<file path="src/rtl/mdu_pkg.sv">
// Shared definitions for the iterative multiply/divide unit: op encoding and FSM states.
package mdu_pkg;

  localparam int unsigned MDU_OP_W  = 4;
  localparam int unsigned MDU_MULT  = 0;
  localparam int unsigned MDU_MULTU = 1;
  localparam int unsigned MDU_DIV   = 2;
  localparam int unsigned MDU_DIVU  = 3;

  typedef enum logic [1:0] {
    StIdle,
    StCalc,
    StFix,
    StDone
  } mdu_state_e;

endpackage

</file>
<file path="src/rtl/mdu_iter_if.sv">
// Operand/result handshake bundle between the datapath (master) and mdu_iter (slave).
interface mdu_iter_if #(
  parameter int unsigned DATA_WIDTH = 32
);
  import mdu_pkg::*;

  logic                  in_valid;
  logic                  in_ready;
  logic [MDU_OP_W-1:0]   op;
  logic [DATA_WIDTH-1:0] a;
  logic [DATA_WIDTH-1:0] b;
  logic                  out_valid;
  logic                  out_ready;
  logic [DATA_WIDTH-1:0] out_hi;
  logic [DATA_WIDTH-1:0] out_lo;
  logic                  out_dz;
  logic                  out_err;

  modport master (
    output in_valid, op, a, b, out_ready,
    input  in_ready, out_valid, out_hi, out_lo, out_dz, out_err
  );

  modport slave (
    input  in_valid, op, a, b, out_ready,
    output in_ready, out_valid, out_hi, out_lo, out_dz, out_err
  );

endinterface

</file>
<file path="src/rtl/mdu_negate.sv">
// Combinational conditional two's-complement negation.
module mdu_negate #(
  parameter int unsigned WIDTH = 32
) (
  input  logic [WIDTH-1:0] in_i,
  input  logic             neg_i,
  output logic [WIDTH-1:0] out_o
);

  assign out_o = neg_i ? (~in_i + WIDTH'(1)) : in_i;

endmodule

</file>
<file path="src/rtl/mdu_iter.sv">
// Iterative signed/unsigned multiply and divide, one bit per cycle, with a single shared
// W+1-bit adder. Signed ops run on magnitudes and are sign-corrected in the FIX cycle.
module mdu_iter
  import mdu_pkg::*;
#(
  parameter int unsigned DATA_WIDTH = 32
) (
  input logic       clk,
  input logic       rst_n,
  input logic       flush,
  mdu_iter_if.slave bus
);

  localparam int unsigned W    = DATA_WIDTH;
  localparam int unsigned CntW = $clog2(DATA_WIDTH) + 1;

  mdu_state_e      state_q;
  logic [CntW-1:0] cnt_q;
  logic            is_div_q;
  logic            neg_lo_q;
  logic            neg_hi_q;
  logic [2*W-1:0]  acc_q;
  logic [W-1:0]    opd_q;
  logic [W-1:0]    out_hi_q;
  logic [W-1:0]    out_lo_q;
  logic            out_dz_q;
  logic            out_err_q;

  // Accept-side decode and operand magnitudes
  logic         op_legal, signed_in, is_div_in, neg_a_in, neg_b_in;
  logic [W-1:0] mag_a, mag_b;

  assign op_legal  = $onehot(bus.op);
  assign signed_in = bus.op[MDU_MULT] | bus.op[MDU_DIV];
  assign is_div_in = bus.op[MDU_DIV] | bus.op[MDU_DIVU];
  assign neg_a_in  = signed_in & bus.a[W-1];
  assign neg_b_in  = signed_in & bus.b[W-1];

  mdu_negate #(.WIDTH(W)) u_mag_a (.in_i(bus.a), .neg_i(neg_a_in), .out_o(mag_a));
  mdu_negate #(.WIDTH(W)) u_mag_b (.in_i(bus.b), .neg_i(neg_b_in), .out_o(mag_b));

  // Shared adder: multiply adds the multiplicand, divide subtracts the divisor
  logic [W:0]     add_x, add_y, add_sum;
  logic [2*W-1:0] acc_step;

  always_comb begin
    if (is_div_q) begin
      add_x = {acc_q[2*W-1:W], acc_q[W-1]};
      add_y = ~{1'b0, opd_q};
    end else begin
      add_x = {1'b0, acc_q[2*W-1:W]};
      add_y = {1'b0, opd_q};
    end
  end

  assign add_sum = add_x + add_y + {{W{1'b0}}, is_div_q};

  always_comb begin
    acc_step = acc_q;
    if (is_div_q) begin
      // Non-negative trial difference keeps the subtraction and shifts in a 1
      if (!add_sum[W]) acc_step = {add_sum[W-1:0], acc_q[W-2:0], 1'b1};
      else             acc_step = {acc_q[2*W-2:0], 1'b0};
    end else begin
      if (acc_q[0]) acc_step = {add_sum, acc_q[W-1:1]};
      else          acc_step = {1'b0, acc_q[2*W-1:1]};
    end
  end

  // Sign fix-up of the finished result
  logic [2*W-1:0] prod_fix;
  logic [W-1:0]   quo_fix, rem_fix;

  mdu_negate #(.WIDTH(2*W)) u_fix_prod (.in_i(acc_q), .neg_i(neg_lo_q), .out_o(prod_fix));
  mdu_negate #(.WIDTH(W)) u_fix_quo (.in_i(acc_q[W-1:0]), .neg_i(neg_lo_q), .out_o(quo_fix));
  mdu_negate #(.WIDTH(W)) u_fix_rem (.in_i(acc_q[2*W-1:W]), .neg_i(neg_hi_q), .out_o(rem_fix));

  always_ff @(posedge clk or negedge rst_n) begin
    if (!rst_n) begin
      state_q   <= StIdle;
      cnt_q     <= '0;
      is_div_q  <= 1'b0;
      neg_lo_q  <= 1'b0;
      neg_hi_q  <= 1'b0;
      acc_q     <= '0;
      opd_q     <= '0;
      out_hi_q  <= '0;
      out_lo_q  <= '0;
      out_dz_q  <= 1'b0;
      out_err_q <= 1'b0;
    end else if (flush) begin
      state_q <= StIdle;
      cnt_q   <= '0;
    end else begin
      case (state_q)
        StIdle: begin
          if (bus.in_valid) begin
            is_div_q <= is_div_in;
            neg_lo_q <= neg_a_in ^ neg_b_in;
            neg_hi_q <= neg_a_in;
            cnt_q    <= '0;
            if (!op_legal) begin
              state_q   <= StDone;
              out_hi_q  <= '0;
              out_lo_q  <= '0;
              out_dz_q  <= 1'b0;
              out_err_q <= 1'b1;
            end else if (is_div_in && (bus.b == '0)) begin
              state_q   <= StDone;
              out_hi_q  <= bus.a;
              out_lo_q  <= '1;
              out_dz_q  <= 1'b1;
              out_err_q <= 1'b0;
            end else begin
              state_q <= StCalc;
              acc_q   <= {{W{1'b0}}, (is_div_in ? mag_a : mag_b)};
              opd_q   <= is_div_in ? mag_b : mag_a;
            end
          end
        end
        StCalc: begin
          acc_q <= acc_step;
          if (cnt_q == CntW'(W - 1)) begin
            state_q <= StFix;
            cnt_q   <= '0;
          end else begin
            cnt_q <= cnt_q + CntW'(1);
          end
        end
        StFix: begin
          if (is_div_q) begin
            out_hi_q <= rem_fix;
            out_lo_q <= quo_fix;
          end else begin
            {out_hi_q, out_lo_q} <= prod_fix;
          end
          out_dz_q  <= 1'b0;
          out_err_q <= 1'b0;
          state_q   <= StDone;
        end
        StDone: begin
          if (bus.out_ready) state_q <= StIdle;
        end
        default: state_q <= StIdle;
      endcase
    end
  end

  assign bus.in_ready  = (state_q == StIdle);
  assign bus.out_valid = (state_q == StDone);
  assign bus.out_hi    = out_hi_q;
  assign bus.out_lo    = out_lo_q;
  assign bus.out_dz    = out_dz_q;
  assign bus.out_err   = out_err_q;

endmodule

</file>
<file path="src/flat_wrapper.sv">
// flat-port wrapper written by rule: the top's interface ports become plain ports
module mdu_iter_flat import mdu_pkg::*;
#(
  parameter int unsigned DATA_WIDTH = 32
)
  (clk, rst_n, flush, bus_in_valid, bus_op, bus_a, bus_b, bus_out_ready, bus_in_ready, bus_out_valid, bus_out_hi, bus_out_lo, bus_out_dz, bus_out_err);
  mdu_iter_if #(.DATA_WIDTH(DATA_WIDTH)) bus_i ();
  input logic clk;
  input logic rst_n;
  input logic flush;
  input wire logic [$bits(bus_i.in_valid)-1:0] bus_in_valid;
  input wire logic [$bits(bus_i.op)-1:0] bus_op;
  input wire logic [$bits(bus_i.a)-1:0] bus_a;
  input wire logic [$bits(bus_i.b)-1:0] bus_b;
  input wire logic [$bits(bus_i.out_ready)-1:0] bus_out_ready;
  output wire logic [$bits(bus_i.in_ready)-1:0] bus_in_ready;
  output wire logic [$bits(bus_i.out_valid)-1:0] bus_out_valid;
  output wire logic [$bits(bus_i.out_hi)-1:0] bus_out_hi;
  output wire logic [$bits(bus_i.out_lo)-1:0] bus_out_lo;
  output wire logic [$bits(bus_i.out_dz)-1:0] bus_out_dz;
  output wire logic [$bits(bus_i.out_err)-1:0] bus_out_err;
  assign bus_i.in_valid = bus_in_valid;
  assign bus_i.op = bus_op;
  assign bus_i.a = bus_a;
  assign bus_i.b = bus_b;
  assign bus_i.out_ready = bus_out_ready;
  assign bus_in_ready = bus_i.in_ready;
  assign bus_out_valid = bus_i.out_valid;
  assign bus_out_hi = bus_i.out_hi;
  assign bus_out_lo = bus_i.out_lo;
  assign bus_out_dz = bus_i.out_dz;
  assign bus_out_err = bus_i.out_err;
  mdu_iter #(.DATA_WIDTH(DATA_WIDTH)) u_core (.clk(clk), .rst_n(rst_n), .flush(flush), .bus(bus_i));
endmodule
</file>
<file path="config.mk">
export PLATFORM = sky130hd
export DESIGN_NAME = mdu_iter_flat
export DESIGN_NICKNAME = d
export VERILOG_FILES = /design/src/rtl/mdu_pkg.sv /design/src/rtl/mdu_iter_if.sv /design/src/rtl/mdu_negate.sv /design/src/rtl/mdu_iter.sv /design/src/flat_wrapper.sv
export SDC_FILE = /design/constraint.sdc
export NUM_CORES = 1
export LEC_CHECK = 0
export CAP_MARGIN = 20
export CORE_AREA = 5 5 186 188
export DETAILED_ROUTE_END_ITERATION = 10
export DIE_AREA = 0 0 191 193
export GPL_ROUTABILITY_DRIVEN = 0
export HOLD_SLACK_MARGIN = 0.08
export PLACE_DENSITY_LB_ADDON = 0.15
export REMOVE_ABC_BUFFERS = 1
export SETUP_SLACK_MARGIN = 0.15
export SYNTH_ARGS = -nofsm -noshare
export SYNTH_HDL_FRONTEND = slang
export SYNTH_SLANG_ARGS = --single-unit
</file>
<file path="constraint.sdc">
create_clock -name clk -period 14.22 [get_ports clk]
set_clock_uncertainty 0.05 [all_clocks]
set_input_delay 1.422 -clock clk [delete_from_list [all_inputs] [get_ports clk]]
set_output_delay 1.422 -clock clk [all_outputs]
set_load 0.01 [all_outputs]
</file>
# Yosys cells after proc, flatten, opt, wreduce, memory -nomap -nowiden
# Cells that the tools add are included.
op_classes:
  addsub: 11
  mul: 0
  div_mod_pow: 0
  n_lt_le_gt_ge: 0
  eq_ne: 12
  shifts: 0
  muxes: 45
  n_bitwise: 13
  n_reduce_logical: 12
ops:
  columns: ["cell", "count"]
  rows:
  - ["32-bit 2-to-1 mux", 14]
  - ["64-bit 2-to-1 mux", 7]
  - ["32-bit by 1-bit adder with 32-bit output, second input constant", 4]
  - ["32-bit inverter", 4]
  - ["32-bit case mux with 2 select lines", 2]
  - ["64-bit case mux with 2 select lines", 1]
  - ["33-bit 2-to-1 mux", 2]
  - ["64-bit by 1-bit adder with 64-bit output, second input constant", 1]
  - ["64-bit inverter", 1]
  - ["33-bit by 1-bit adder with 33-bit output", 1]
  - ["33-bit adder", 1]
  - ["32-bit inverter with 33-bit output", 1]
  - ["32-bit zero test", 1]
  - ["6-bit 2-to-1 mux", 3]
  - ["2-bit 2-to-1 mux", 6]
  - ["6-bit case mux with 2 select lines", 1]
  - ["5-bit AND reduction", 2]
  - ["3-bit inequality test, second input constant", 3]
  - ["2-bit case mux with 4 select lines", 1]
  - ["6-bit by 1-bit adder with 6-bit output, second input constant", 1]
  - ["6-bit by 5-bit == test with 1-bit output, second input constant", 1]
  - ["1-bit 2-to-1 mux", 6]
  - ["3-bit AND reduction", 2]
  - ["1-bit by 1-bit adder with 2-bit output", 2]
  - ["other kinds (18)", 25]
totals:
  regBits: 173
  latch_bits: 0
  mem_bits_rw: 0
  mem_bits_ro: 0
  in_bits: 73
  output_inout_bits: 68
  memories: 0

# Logic depth before layout (Yosys ltp)
logic_depth:
  ltp_word: 8
  ltp_mapped: 19
  ltp_nobuf: 12

# By module
# From an unflattened synthesis, not the netlist that was laid out.
unflattened:
  cells_unflattened: 2092
  hier_area_um2: 17588.1
modules_own_cells:
  columns: ["module", "n_inst", "cells_each", "area_each_um2", "seq_area_each_um2"]
  rows:
  - ["mdu_iter", 1, 1490, 12831.1, 4329.2]
  - ["mdu_negate at u_core.u_fix_quo ...", 4, 99, 777.0, 0.0]
  - ["mdu_negate at u_core.u_fix_prod", 1, 206, 1649.1, 0.0]

# Worst setup path before layout
# Ideal clock, no wire load.
synth_timing:
  path_kind: "reg2reg"
  start: "register u_core.is_div_q"
  end: "register u_core.acc_q[50]"
  setup_ns: 0.126
  arrival_ns: 4.460
  setup_slack_ns: 9.584
  path_stages_with_launch: 18
  synth_period_minus_slack_ns: 4.636
  path_cell_list: "dfrtp_1 clkbuf_1 buf_2 clkbuf_1 clkbuf_1 clkbuf_1 xor2_1 ha_1 clkbuf_1 a21o_1 a31oi_1 o21ai_1 o31a_1 a31o_2 xnor2_2 buf_2 a211oi_1 a221o_1"
synth_between:
  elab_chain_len: 6
  word_cells_on_any_way: 8
  cone_classes: "2 x add/sub; 6 x mux"
synth_lines:
  columns: ["item", "line", "text"]
  rows:
  - ["from (decl)", "mdu_iter.sv:19", "logic is_div_q;"]
  - ["from (signal assigned)", "mdu_iter.sv:98", "is_div_q <= is_div_in;"]
  - ["33-bit 2-to-1 mux", "mdu_iter.sv:47", "if (is_div_q) begin"]
  - ["33-bit adder", "mdu_iter.sv:56", "assign add_sum = add_x + add_y + {{W{1'b0}}, is_div_q};"]
  - ["33-bit by 1-bit adder with 33-bit output", "mdu_iter.sv:56", null]
  - ["64-bit 2-to-1 mux, on equally long branches", "mdu_iter.sv:65, mdu_iter.sv:62", null]
  - ["64-bit 2-to-1 mux (*)", "mdu_iter.sv:60", "if (is_div_q) begin"]
  - ["64-bit case mux with 2 select lines (*)", "mdu_iter.sv:95", "case (state_q)"]
  - ["to (signal assigned)", "mdu_iter.sv:116", "acc_q <= {{W{1'b0}}, (is_div_in ? mag_a : mag_b)};"]
  - ["to (signal assigned)", "mdu_iter.sv:122", "acc_q <= acc_step;"]
  - ["to (decl)", "mdu_iter.sv:22", "logic [2*W-1:0] acc_q;"]
# Mark *: on every way between the ends. The rest lies on a longest branch, timed or not.
# A chain may end at the register's enable or synchronous reset.

# Worst setup path in the final report
layout_timing:
  start: "register u_core.is_div_q"
  end: "register u_core.acc_q[44]"
# The elaborated chain is that of the path after synthesis.

==> out/results.ini <==
[finish]
drive_gt1_share_pct=7.66
fin_nets=1960
area_growth_pct=14.9
diodes=0
fillers=3226
mostFrequentLayoutCell=nor2_1
final_cell_mix=nor2_1, nand2_1, dfrtp_1

[global_route]
grt_pass1_vias=13100
grt_pass1_wl_um=75600
grt_overflow_total=0
grt_max_degree=105
antenna_found_initial=0
gr-usage-all-layers_pct=26.1

[clock_tree]
clockRootBuffer=clkbuf_16
htree_levels=4
cts_setup_buffers=0
cts.sinks=173
holdBufCountCts=0
clk_latency_ps=460
cts_inserted_buffers=17
tritoncts=done
clkTransAtPathRegs_ps=70
clock_path_buffers=2
cts_resized=0

[floorplan]
io_pins=141
fp.dieW_um=191
core_region_area_um2=32900
rows=67
start_util_pct=44.2
die_area_um2=36900
die_h_um=193

[worst_setup_path]
crit_arrival_ps=5590
setup.worst_path.end_class=flop
worstPathRequired_ps=14460
path_class=reg2reg
critPathLaunchType=flop
cp_max_fo=81

[synthesis]
yosys_warnings=0
synth_seq_area_share_pct=29.8
synth.avg_cell_area_um2=8.07
synthCells=1803
synthArstFlopShare_pct=100
dominantRegCellSynth=dfrtp_1
synth-edff-count=0
syn_area_um2=14500
ys_ff_latch=173
yosys.cell_types.count=77

[route]
totalWireLength_um=48300
dr.pass1.iters=6
drc=0
routedWlPerCell_um=21.0
detail_route.iter0.violations=1244
num_vias=13800
viasPerCell=6.01
ant_nets=0

[timing]
fin_hold_ws_ps=427
setup-tns-final_ps=0
worstMarginPinSlew_ps=1090
final_hold_viol_count=0
drv_slew=0
maxSlewHeadroom_pct=27.4
rsz0062_at_grt=false
finalCritPeriodShare_pct=37.7
min_period_ps=5350
max_freq_mhz=187
setup_viol=0

[power_and_ir_drop]
p_sw_share_pct=50.6
powerDensity_nw_per_um2=264
intPower_uw=2180
p_leak_uw=0.00704
seqPwrFrac_pct=22.9
power.switching_uw=2230
ir_drop_v=0.000131
pwr-share-clk_pct=10.6
p_comb_share_pct=66.5

[job]
maxCapViolations=0

[worst_hold_path]
hold_class=reg2reg

[place]
port-buffer-count=140
dp.final_hpwl_um=35600

[run_status]
status=finished, final reports clean

==> layout make-up <==
cell class                      instances  area, µm²  share of cell area (%)
Tap cell                              448        561                    3.35
Multi-Input combinational cell       1453       9550                    57.2
Clock buffer                           22        464                    2.78
Timing Repair Buffer                  161       1580                    9.46
Clock inverter                          9       87.6                   0.524
Inverter                               35        131                   0.786
Sequential cell                       173       4330                    25.9
==> cells in the mapped netlist, drive strengths merged, types with 17 or more instances <==
master	number	area, µm²
nor2	202	758
nand2	184	696
dfrtp	173	4330
a21oi	163	823
o21ai	142	711
xor2	117	1020
clkbuf	104	390
xnor2	66	586
mux2	58	653
a211oi	49	368
mux2i	45	450
ha	44	551
buf	38	205
a21o	36	270
nor3	34	175
inv	33	124
o31ai	27	218
nand3	23	115
a221oi	19	166
a31oi	18	113
and3	17	106
==> power groups by stage <==
stage,sequential (µW),clock (µW),combinational [µW]
after floorplan,993,0,2000
after global placement,1010,0,2850
after detailed placement,1010,0,2880
after CTS,1000,472,2900
after global routing,1040,493,3220
final,1010,466,2930
==> kinds of logic (layout without fill, tap and decap cells) <==
logic type	Yosys count	count (layout)	share of synthesized area [%]
and+or+nand+nor	553	553	17.4
xor gates and xnor gates	183	183	11.1
buffers and inverters	177	227	5.00
AOI/OAI and AO/OA	568	568	25.1
DFF	173	173	29.8
muxes	103	103	7.59
adders and majority gates	46	46	4.06
==> critical path: stages (launching register included) <==
cell	delay, ps
dfrtp_4	1130
buf_4	720
mux2_2	410
ha_1	400
a21o_1	260
a21oi_1	190
o21ai_1	200
o31a_1	330
a31o_2	290
xnor2_4	240
buf_4	430
mux2i_1	250
a2bb2oi_1	150
o21ai_0	110
==> state kept, by name (all words and copies together) (netlist names) <==
signal and flops:
u_core.bus.out_err 1, u_core.cnt_q 6, u_core.bus.out_hi 32, u_core.bus.out_dz 1, u_core.neg_hi_q 1, u_core.acc_q 64, u_core.bus.out_lo 32, u_core.opd_q 32
u_core.state_q 2, u_core.neg_lo_q 1, u_core.is_div_q 1
==> metal layers <==
layer | vias up | routed length [µm] | track usage, %
met1 | 6644 | 22000 | 36.8
met5 | - | 0 | 0
met3 | 76 | 3650 | 4.79
met2 | 564 | 21300 | 40.9
met4 | 0 | 1370 | 7.98
li1 | 6556 | - | -
==> per-stage QoR <==
step | power, µW | instances | area (µm²) | utilization [%] | setup slack, ps
finish | 4410 | 2301 | 16700 | 50.7 | 8870
global route | 4750 | 2301 | 16700 | 50.7 | 8600
CTS | 4380 | 2300 | 16700 | 50.7 | 8920
detailed placement | 3890 | 2269 | 16200 | 49.0 | 8630
global placement | 3860 | 2268 | 16100 | 48.9 | 8690
floorplan | 2990 | 1661 | 14000 | - | 7400
==> path summary, 6_finish.rpt <==
path / startpoint / to / slack (ps) / depth (start not counted)
setup / recovery: u_core.is_div_q / u_core.acc_q[44] / 8870 / 13
hold / removal: u_core.bus.out_lo[6] / u_core.bus.out_lo[6] / 430 / 1
setup reg to reg: u_core.is_div_q / u_core.acc_q[44] / 8870 / 13
hold reg to reg: u_core.bus.out_lo[6] / u_core.bus.out_lo[6] / 430 / 1
max in group asynchronous: rst_n / u_core.acc_q[0] / 11140 / 3
min in group asynchronous: rst_n / u_core.bus.out_lo[29] / 880 / 1
(Power assumes the default switching activity.)
